$ cat config.mk
export PLATFORM = sky130hd
export DESIGN_NAME = prm_edge_mask_accum
export DESIGN_NICKNAME = d
export VERILOG_FILES = /design/src/rtl/prm_edge_mask_accum.sv
export SDC_FILE = /design/constraint.sdc
export NUM_CORES = 1
export LEC_CHECK = 0
export CORE_MARGIN = 4
export CORE_UTILIZATION = 43
export CTS_CLUSTER_DIAMETER = 100
export DETAILED_ROUTE_END_ITERATION = 12
export HOLD_SLACK_MARGIN = 0.02
export PLACE_DENSITY = 0.84
export SYNTH_ARGS = -nofsm -noshare
export SYNTH_HDL_FRONTEND = slang
export SYNTH_SLANG_ARGS = --single-unit
export TNS_END_PERCENT = 50
$ cat constraint.sdc
create_clock -name CLK -period 4.5 [get_ports CLK]
set_input_delay 0.45 -clock CLK [delete_from_list [all_inputs] [get_ports CLK]]
set_output_delay 0.45 -clock CLK [all_outputs]
set_load 0.005 [all_outputs]
$ cat src/rtl/prm_edge_mask_accum.sv
// Collects checker-bank edge masks over a frame of voxel codes and hands the blocked-edge mask downstream.
// Optional popcount output hit_cnt is enabled by defining PRM_HIT_CNT_EN.
module prm_edge_mask_accum #(
    parameter int unsigned NUM_EDGES = 16,
    parameter int unsigned PT_W      = 15,
    parameter int unsigned CNT_W     = 16
) (
    input  logic                               CLK,
    input  logic                               RST,
    input  logic                               pt_valid,
    output logic                               pt_ready,
    input  logic [PT_W-1:0]                    pt_code,
    input  logic                               pt_last,
    output logic [PT_W-1:0]                    chk_code,
    input  logic [NUM_EDGES-1:0]               chk_mask,
    output logic                               mask_valid,
    input  logic                               mask_ready,
    output logic [NUM_EDGES-1:0]               mask_out,
`ifdef PRM_HIT_CNT_EN
    output logic [CNT_W-1:0]                   pt_count,
    output logic [$clog2(NUM_EDGES+1)-1:0]     hit_cnt
`else
    output logic [CNT_W-1:0]                   pt_count
`endif
);

    localparam logic [CNT_W-1:0] CNT_MAX = {CNT_W{1'b1}};

    typedef enum logic [1:0] {
        IDLE  = 2'd0,
        ACC   = 2'd1,
        FLUSH = 2'd2,
        OUT   = 2'd3
    } state_t;

    state_t                 state;
    state_t                 state_nxt;
    logic                   pt_ready_nxt;
    logic                   mask_valid_nxt;
    logic                   accept;
    logic                   s1_vld;
    logic [NUM_EDGES-1:0]   acc;
    logic [NUM_EDGES-1:0]   acc_merged;

    assign accept     = pt_valid & pt_ready;
    // Accumulator including the mask of the code currently on the checker bank.
    assign acc_merged = s1_vld ? (acc | chk_mask) : acc;

    // State register.
    always_ff @(posedge CLK) begin
        if (RST) begin
            state <= IDLE;
        end else begin
            state <= state_nxt;
        end
    end

    // Next state and next values of the registered handshake outputs.
    always_comb begin
        state_nxt      = state;
        pt_ready_nxt   = 1'b0;
        mask_valid_nxt = 1'b0;
        case (state)
            IDLE: begin
                if (accept) begin
                    state_nxt = pt_last ? FLUSH : ACC;
                end
            end
            ACC: begin
                if (accept && pt_last) begin
                    state_nxt = FLUSH;
                end
            end
            FLUSH: begin
                state_nxt = OUT;
            end
            OUT: begin
                if (mask_valid && mask_ready) begin
                    state_nxt = IDLE;
                end
            end
            default: begin
                state_nxt = IDLE;
            end
        endcase
        pt_ready_nxt   = (state_nxt == IDLE) || (state_nxt == ACC);
        mask_valid_nxt = (state_nxt == OUT);
    end

    // Point pipeline, accumulator and counter.
    always_ff @(posedge CLK) begin
        if (RST) begin
            pt_ready   <= 1'b1;
            mask_valid <= 1'b0;
            chk_code   <= '0;
            s1_vld     <= 1'b0;
            acc        <= '0;
            pt_count   <= '0;
        end else begin
            pt_ready   <= pt_ready_nxt;
            mask_valid <= mask_valid_nxt;
            s1_vld     <= accept;
            if (accept) begin
                chk_code <= pt_code;
            end
            // First accept of a frame discards the previous frame's accumulation.
            if (accept && (state == IDLE)) begin
                acc      <= '0;
                pt_count <= CNT_W'(1);
            end else begin
                acc <= acc_merged;
                if (accept && (pt_count != CNT_MAX)) begin
                    pt_count <= pt_count + CNT_W'(1);
                end
            end
        end
    end

    // Result capture at the end of FLUSH.
    always_ff @(posedge CLK) begin
        if (RST) begin
            mask_out <= '0;
        end else if (state == FLUSH) begin
            mask_out <= acc_merged;
        end
    end

`ifdef PRM_HIT_CNT_EN
    localparam int unsigned HIT_W = $clog2(NUM_EDGES + 1);

    logic [HIT_W-1:0] hit_cnt_nxt;

    // Population count of the final frame mask.
    always_comb begin
        hit_cnt_nxt = '0;
        for (int unsigned i = 0; i < NUM_EDGES; i++) begin
            hit_cnt_nxt = hit_cnt_nxt + HIT_W'(acc_merged[i]);
        end
    end

    always_ff @(posedge CLK) begin
        if (RST) begin
            hit_cnt <= '0;
        end else if (state == FLUSH) begin
            hit_cnt <= hit_cnt_nxt;
        end
    end
`endif

endmodule
==> summary.md, run 1 <==
| Metric | Value |
|---|---|
| GRT met1 Usage | `21.63%` |
| Final ANT Viol Nets | `0` |
| Fin crit period | `2.516 ns` |
| Area contributors post-synth | `dfxtp_1 53%, a21oi_1 7.6%, nand2_1 6.3%` |
| Row count | `27` |
| Worst setup margin | `1.984 ns` |
| All-Layer GR Usage | `18.24%` |
| Cell Pwr Density | `367.6 nW/um^2` |
| Skew-Pair Late Insertion Delay | `0.33 ns` |
| Post-Route WL | `6.462 mm` |
| Largest net degree at the start of global routing | `39` |
| Post-synthesis cell count | `294` |
| Initial antenna violation count | `0` |
| Placed cell count | `434` |
| Pre-CTS setup slack | `1.714 ns` |
| Grt ovf | `0` |
| Peak VDD IR | `251.9 uV` |
| Post-synth EDFFs | `0` |
| Reg power frac | `48.8%` |
| Antenna Cells | `0` |
| Clk sink count | `68` |
| Synthesis-stage register bit count | `68` |
| Filler Cell Count | `462` |
| Hold Slack | `0.4551 ns` |
| Vias in the first global route | `2280` |
| Clk slew on worst S/H paths | `0.07 ns` |
| Main flop type after synthesis | `dfxtp_1` |
| RSZ-0062 raised after global routing | `no` |
| Int Pwr | `1.032 mW` |
| Layout Cells excl Fill | `450` |
| Hold-fix buffers at CTS | `0` |
| First-pass GRT wire length | `10.58 mm` |
| Measured slew at the worst slew-check pin | `1.207 ns` |
| CP Class | `in2reg` |
| Max cap viols | `0` |
| CTS tree | `yes` |
| Sw Pwr | `305.1 uW` |
| Die W | `85.08 um` |
| Post-synth top area cell | `dfxtp_1` |
| Gpl congestion | `0.7980` |
| Slew Viols, Final | `0` |
| Startpoint types | `primary input` |
| Port Buffers | `84` |
| Layout cell share with drive strength beyond 1 | `6.349%` |
| Combinational fraction of design power | `11.6%` |
| Area growth syn-to-layout | `42.31%` |
| Arrival time worst endpoint | `2.78 ns` |
| Status | `finished, final reports clean` |
| Resized Gates After CTS | `0` |
| Final Hold Vio Count | `0` |
| Leak | `1.270 nW` |
| Syn_nets | `331` |
| Fin Setup TNS | `0 ns` |
| Max Freq | `0.3975 GHz` |
| CP required | `4.76 ns` |
| Period utilization | `55.91%` |
| Ys Warns | `0` |
| GR Util met3 | `6.214%` |
| Drt pass-1 iters | `5` |
| Post-synthesis cell type count | `38` |
| Top cells by count, synth | `68 x dfxtp_1, 43 x nand2_1, 39 x a21oi_1, 39 x nor2_1, 17 x a211oi_1` |
| Worst Setup End Kind | `register` |
| FFs w/ async S/R, synth | `0%` |
| Global Route met2 Usage | `29.80%` |
| Die ar. | `7239 um^2` |
| Syn avg cell area | `8.690 um^2` |
| Hold/Removal Path Class | `reg2reg` |
| Die Ht | `85.08 um` |
| Initial drt markers | `142` |
| DP HPWL | `4.471 mm` |
| Via count | `2370` |
| Sw Ratio | `22.82%` |
| Count leader, synth | `dfxtp_1` |
| Slew Limit Headroom | `19.15%` |
| Share of the synthesized area in the top cell type | `53.28%` |
| Drt via density | `5.267` |
| H-tree Lvls | `3` |
| DR WL/cell | `14.36 um` |
| CTS Buf Count | `9` |
| GRT busiest layer | `met2` |
| Clk_skew | `0.005821 ns` |
| Synthesized area | `2555 um^2` |
| Initial Util | `45.29%` |
| Core Box Area | `5642 um^2` |
| Post CTS Setup Buffer Count | `0` |
| Sequential share of the synthesized area | `53.28%` |
| CP max FO | `23` |
| CTS Buffer Depth | `2` |
| Residual DRC count | `0` |
| Clock Power Share | `39.5%` |
| Final setup fails | `0` |
| Num ports | `85` |
| Root Buffer | `clkbuf_8` |
| Final #Nets | `410` |
## power by group through the flow
stage | clock network, mW | registers, mW | logic (mW)
after floorplan | 0 | 0.662 | 0.0694
after global placement | 0 | 0.665 | 0.153
after detailed placement | 0 | 0.666 | 0.156
after CTS | 0.541 | 0.653 | 0.157
after global routing | 0.571 | 0.656 | 0.170
final | 0.528 | 0.653 | 0.155
## worst paths after layout
check / startpoint / end / slack, ns / cells past startpoint
setup / recovery: pt_valid / pt_count[14]$_SDFFE_PP0P_ / 1.98 / 5
hold / removal: acc[8]$_SDFF_PP0_ / acc[8]$_SDFF_PP0_ / 0.46 / 2
setup reg to reg: pt_ready$_SDFF_PP1_ / pt_count[14]$_SDFFE_PP0P_ / 2.23 / 4
hold reg to reg: acc[8]$_SDFF_PP0_ / acc[8]$_SDFF_PP0_ / 0.46 / 2
## registers in the layout, indices dropped and copies added, names as in the netlist
signal and cells:
pt_count 16, state 2, chk_code 15, mask_valid 1
acc 16, s1_vld 1, pt_ready 1, mask_out 16
## worst max-delay path: stages
cell and delay, ns:
clkdlybuf4s50_1 0.55, and2_0 0.93, nand4_1 0.30, or3_1 0.40, a21oi_1 0.14
## cell usage in the layout (no fill, tap or decap), types with 2 or more instances in the layout
cell type / count
a211oi_1: 17
and3_1: 2
nand3_1: 4
o211ai_1: 4
dfxtp_1: 68
mux2i_1: 2
o31ai_1: 5
bufinv_16: 2
nor4_1: 2
nand2_1: 43
a21oi_1: 39
and4_2: 2
nor2_1: 39
o21ai_0: 7
buf_4: 3
or3_1: 6
clkbuf_8: 9
or4_1: 7
clkbuf_1: 3
nand4_1: 6
inv_1: 3
or3_2: 2
nor3_1: 2
clkdlybuf4s50_1: 84
## stage by stage
| step | cell area (um^2) | power (mW) | util [%] |
|---|---|---|---|
| 6_report | 3636 | 1.337 | 64.45 |
| 4_1_cts | 3636 | 1.351 | 64.45 |
| 3_3_place_gp | 3427 | 0.8183 | 60.75 |
| 2_1_floorplan | 2555 | 0.7315 | - |
| 3_5_place_dp | 3427 | 0.8226 | 60.75 |
| 5_1_grt | 3636 | 1.398 | 64.45 |
## cells by family (layout without fill, tap and decap cells)
| logic type | Yosys count | after routing | share of synthesized area, % |
|---|---|---|---|
| AOI/OAI and AO/OA | 76 | 76 | 17.92 |
| xor gates and xnor gates | 1 | 1 | 0.3429 |
| adders and majority gates | 1 | 1 | 0.4896 |
| buffers and inverters | 22 | 106 | 3.721 |
| DFF | 68 | 68 | 53.28 |
| muxes | 2 | 2 | 0.7836 |
| and+or+nand+nor | 124 | 124 | 23.46 |
## metal layers
| layer | share of wire, % | wire length (um) | vias up |
|---|---|---|---|
| met5 | 0 | 0 | - |
| met4 | 1.4 | 91 | 0 |
| met3 | 6.4 | 412 | 6 |
| met2 | 51 | 3266 | 73 |
| met1 | 42 | 2691 | 1097 |
| li1 | - | - | 1194 |
## final cells by class
class,instances,area (um^2),area share [%]
multi-input cells,204,1101,30.28
inverters,3,11.26,0.3097
well taps,72,90.09,2.478
repair buffers,87,863.3,23.74
clock inverters,4,73.82,2.030
clock buffers,12,135.1,3.716
flip-flops and latches,68,1361,37.44
(Power assumes the default switching activity.)
==> run 2, diff against run 1 <==
--- a/config.mk
+++ b/config.mk
@@ -6,7 +6,7 @@
 export NUM_CORES = 1
 export LEC_CHECK = 0
 export CORE_MARGIN = 4
-export CORE_UTILIZATION = 43
+export CORE_UTILIZATION = 41
 export CTS_CLUSTER_DIAMETER = 100
 export DETAILED_ROUTE_END_ITERATION = 12
 export HOLD_SLACK_MARGIN = 0.02
==> constraint.sdc (replaced) <==
create_clock -name CLK -period 2.31 [get_ports CLK]
set_input_delay 0.231 -clock CLK [delete_from_list [all_inputs] [get_ports CLK]]
set_output_delay 0.231 -clock CLK [all_outputs]
set_load 0.005 [all_outputs]
==> summary.md, run 2 (synthesized netlist as in run 1, its figures left out) <==
| Metric | Value |
|---|---|
| Status | `finished, final reports clean (unchanged)` |
| CP Class | `reg2reg (was in2reg)` |
| Max cap viols | `0 (unchanged)` |
| Row count | `28 (was 27)` |
| Pre-CTS setup slack | `0.004647 ns (was 1.714 ns)` |
| Startpoint types | `register (was primary input)` |
| Worst path bufs/invs | `0 (was 1)` |
| Gpl congestion | `0.8014 (was 0.7980)` |
| Drt via density | `5.279 (was 5.267)` |
| DR WL/cell | `14.31 um (was 14.36 um)` |
| Resized Gates After CTS | `0 (unchanged)` |
| CP max-delay cell | `or4_1 (was and2_0)` |
| Hold Path Cell Cnt | `3 (was 2)` |
| CP delay by family, top | `simple AND/OR/NAND/NOR gates (unchanged)` |
| Final Hold Vio Count | `0 (unchanged)` |
| Core Box Area | `5991 um^2 (was 5642 um^2)` |
| Skew-Pair Late Insertion Delay | `0.34 ns (was 0.33 ns)` |
| Final setup fails | `0 (unchanged)` |
| CP max FO | `8 (was 23)` |
| RSZ-0062 raised after global routing | `no (unchanged)` |
| Biggest regs | `acc (16), mask_out (16), pt_count (16) (unchanged)` |
| Die ar. | `7559 um^2 (was 7239 um^2)` |
| Drt pass-1 iters | `5 (unchanged)` |
| CP most frequent cell | `or4_1` |
| Hold-fix buffers at CTS | `0 (unchanged)` |
| Hold/Removal Path Class | `in2reg (was reg2reg)` |
| Combinational fraction of design power | `11.6% (about the same)` |
| DP HPWL | `4.678 mm (was 4.471 mm)` |
| CTS Buf Count | `9 (unchanged)` |
| Final #Nets | `415 (was 410)` |
| Die Ht | `86.94 um (was 85.08 um)` |
| Worst reg2reg path depth | `4 (unchanged)` |
| Worst setup margin | `0.3148 ns (was 1.984 ns)` |
| Largest net degree at the start of global routing | `38 (was 39)` |
| Post CTS Setup Buffer Count | `0 (unchanged)` |
| Reg2Reg Launch Point | `pt_count[2]$_SDFFE_PP0P_ (was pt_ready$_SDFF_PP1_)` |
| WHS Endpoint | `chk_code[8]$_SDFFE_PP0N_ (was acc[8]$_SDFF_PP0_)` |
| CTS Buffer Depth | `2 (unchanged)` |
| Fin Setup TNS | `0 ns (unchanged)` |
| Num ports | `85 (unchanged)` |
| Slew Viols, Final | `0 (unchanged)` |
| Cell Pwr Density | `720.8 nW/um^2 (was 367.6 nW/um^2)` |
| Hold Slack | `0.4382 ns (was 0.4551 ns)` |
| Vias in the first global route | `2271 (was 2280)` |
| Grt ovf | `0 (unchanged)` |
| Antenna Cells | `0 (unchanged)` |
| Slew Limit Headroom | `59.94% (was 19.15%)` |
| R2r setup slk | `0.31 ns (was 2.23 ns)` |
| FF-to-FF End | `pt_count[13]$_SDFFE_PP0P_ (was pt_count[14]$_SDFFE_PP0P_)` |
| CTS tree | `yes (unchanged)` |
| Period utilization | `86.37%` |
| Initial drt markers | `121 (was 142)` |
| First-pass GRT wire length | `10.54 mm (was 10.58 mm)` |
| Peak VDD IR | `503.8 uV (was 251.9 uV)` |
| Final ANT Viol Nets | `0 (unchanged)` |
| Measured slew at the worst slew-check pin | `0.6001 ns (was 1.207 ns)` |
| Arrival time worst endpoint | `2.26 ns (was 2.78 ns)` |
| Die W | `86.94 um (was 85.08 um)` |
| Residual DRC count | `0 (unchanged)` |
| Fin crit period | `1.995 ns` |
| H-tree Lvls | `3 (unchanged)` |
| Initial Util | `42.65% (was 45.29%)` |
| Hold Crit Start | `pt_code[8] (was acc[8]$_SDFF_PP0_)` |
| Reg power frac | `47.8% (was 48.8%)` |
| Sw Pwr | `642.7 uW (was 305.1 uW)` |
| Clock Power Share | `40.6% (was 39.5%)` |
| Port Buffers | `84 (unchanged)` |
| Int Pwr | `2.018 mW (was 1.032 mW)` |
| Root Buffer | `clkbuf_8 (unchanged)` |
| Crit path largest cell delay | `0.65 ns (was 0.93 ns)` |
| Post-Route WL | `6.552 mm (was 6.462 mm)` |
| Worst Setup End Kind | `register (unchanged)` |
| Initial antenna violation count | `0 (unchanged)` |
| Most common cell after layout, fill and taps aside | `clkdlybuf4s50_1 (unchanged)` |
| Critical Path, Cell by Cell | `nand3_2, or4_1, or4_1, a21oi_1 (was clkdlybuf4s50_1, and2_0, nand4_1, or3_1, a21oi_1)` |
| Clk_skew | `0.006697 ns (was 0.005821 ns)` |
| CP required | `2.58 ns (was 4.76 ns)` |
| Commonest cells after routing, fill and taps aside | `84 x clkdlybuf4s50_1, 68 x dfxtp_1, 43 x nand2_1 (unchanged)` |
| Via count | `2418 (was 2370)` |
| Area growth syn-to-layout | `44.47% (was 42.31%)` |
| Layout cell share with drive strength beyond 1 | `8.355% (was 6.349%)` |
| Clk slew on worst S/H paths | `0.08 ns (was 0.07 ns)` |
| Max Freq | `0.5012 GHz` |
| Leak | `1.300 nW (was 1.270 nW)` |
| Clk sink count | `68 (unchanged)` |
| All-Layer GR Usage | `17.55% (was 18.24%)` |
| Sw Ratio | `24.16% (was 22.82%)` |
## run 2: cell types whose count changed in the layout (fill, tap and decap cells not counted)
cell / before / now
buf_4: 3 / 8
clkinvlp_4: 0 / 1
clkbuf_1: 3 / 0
inv_6: 0 / 1
clkinv_4: 1 / 2
## run 2: layout make-up
class                   count  area [um^2]
clock buffers               9        123.9
clock inverters             7        98.84
fillers                   525         2300
inverters                   3        11.26
multi-input cells         204         1101
flip-flops and latches     68         1361
well taps                  75        93.84
repair buffers             92        900.9
## run 2: worst min-delay path, delay by kind of cell
kind	cells	cell delay (ns)
AO/OA/AOI/OAI	1	0.05
buffers and inverters	1	0.40
AND/OR/NAND/NOR	1	0.05
## run 2: metal layers
layer  up-vias  wire [um]  track usage (%)
li1       1214          -                -
met1      1130       2819            21.61
met2        64       3289            28.78
met3        10        328            5.014
met4         0        114            7.082
met5         -          0                0
## run 2: worst max-delay path by stage
stage	start	to	slack, ns	depth (start not counted)
finish	pt_count[2]$_SDFFE_PP0P_	pt_count[13]$_SDFFE_PP0P_	0.31	4
global placement	pt_valid	pt_count[15]$_SDFFE_PP0P_	0.10	5
detailed placement	pt_valid	pt_count[13]$_SDFFE_PP0P_	0.005	5
floorplan	pt_count[0]$_SDFFE_PP0P_	pt_count[0]$_SDFFE_PP0P_	0.49	6
global route	pt_count[3]$_SDFFE_PP0P_	pt_count[13]$_SDFFE_PP0P_	0.23	4
CTS	pt_count[3]$_SDFFE_PP0P_	pt_count[13]$_SDFFE_PP0P_	0.32	4
## run 2: power by group through the flow
stage	registers [mW]	logic [mW]	clock network (mW)
3_5_place_dp	1.30	0.311	0
4_1_cts	1.27	0.312	1.10
6_report	1.27	0.309	1.08
2_1_floorplan	1.29	0.135	0
3_3_place_gp	1.30	0.304	0
5_1_grt	1.28	0.340	1.15
## run 2: through the flow
stage / instances / area, um^2 / total power, mW / utilization [%]
floorplan: 294 / 2555 / 1.425 / -
global placement: 442 / 3468 / 1.600 / 57.89
detailed placement: 442 / 3468 / 1.609 / 57.89
CTS: 458 / 3691 / 2.685 / 61.61
global route: 458 / 3691 / 2.769 / 61.61
finish: 458 / 3691 / 2.661 / 61.61
==> run 3, diff against run 2 <==
--- a/config.mk
+++ b/config.mk
@@ -11,6 +11,7 @@
 export DETAILED_ROUTE_END_ITERATION = 12
 export HOLD_SLACK_MARGIN = 0.02
 export PLACE_DENSITY = 0.84
+export SLEW_MARGIN = 0
 export SYNTH_ARGS = -nofsm -noshare
 export SYNTH_HDL_FRONTEND = slang
 export SYNTH_SLANG_ARGS = --single-unit
==> results of run 3 <==
Final layout, timing and power as in run 2 (identical DEF).
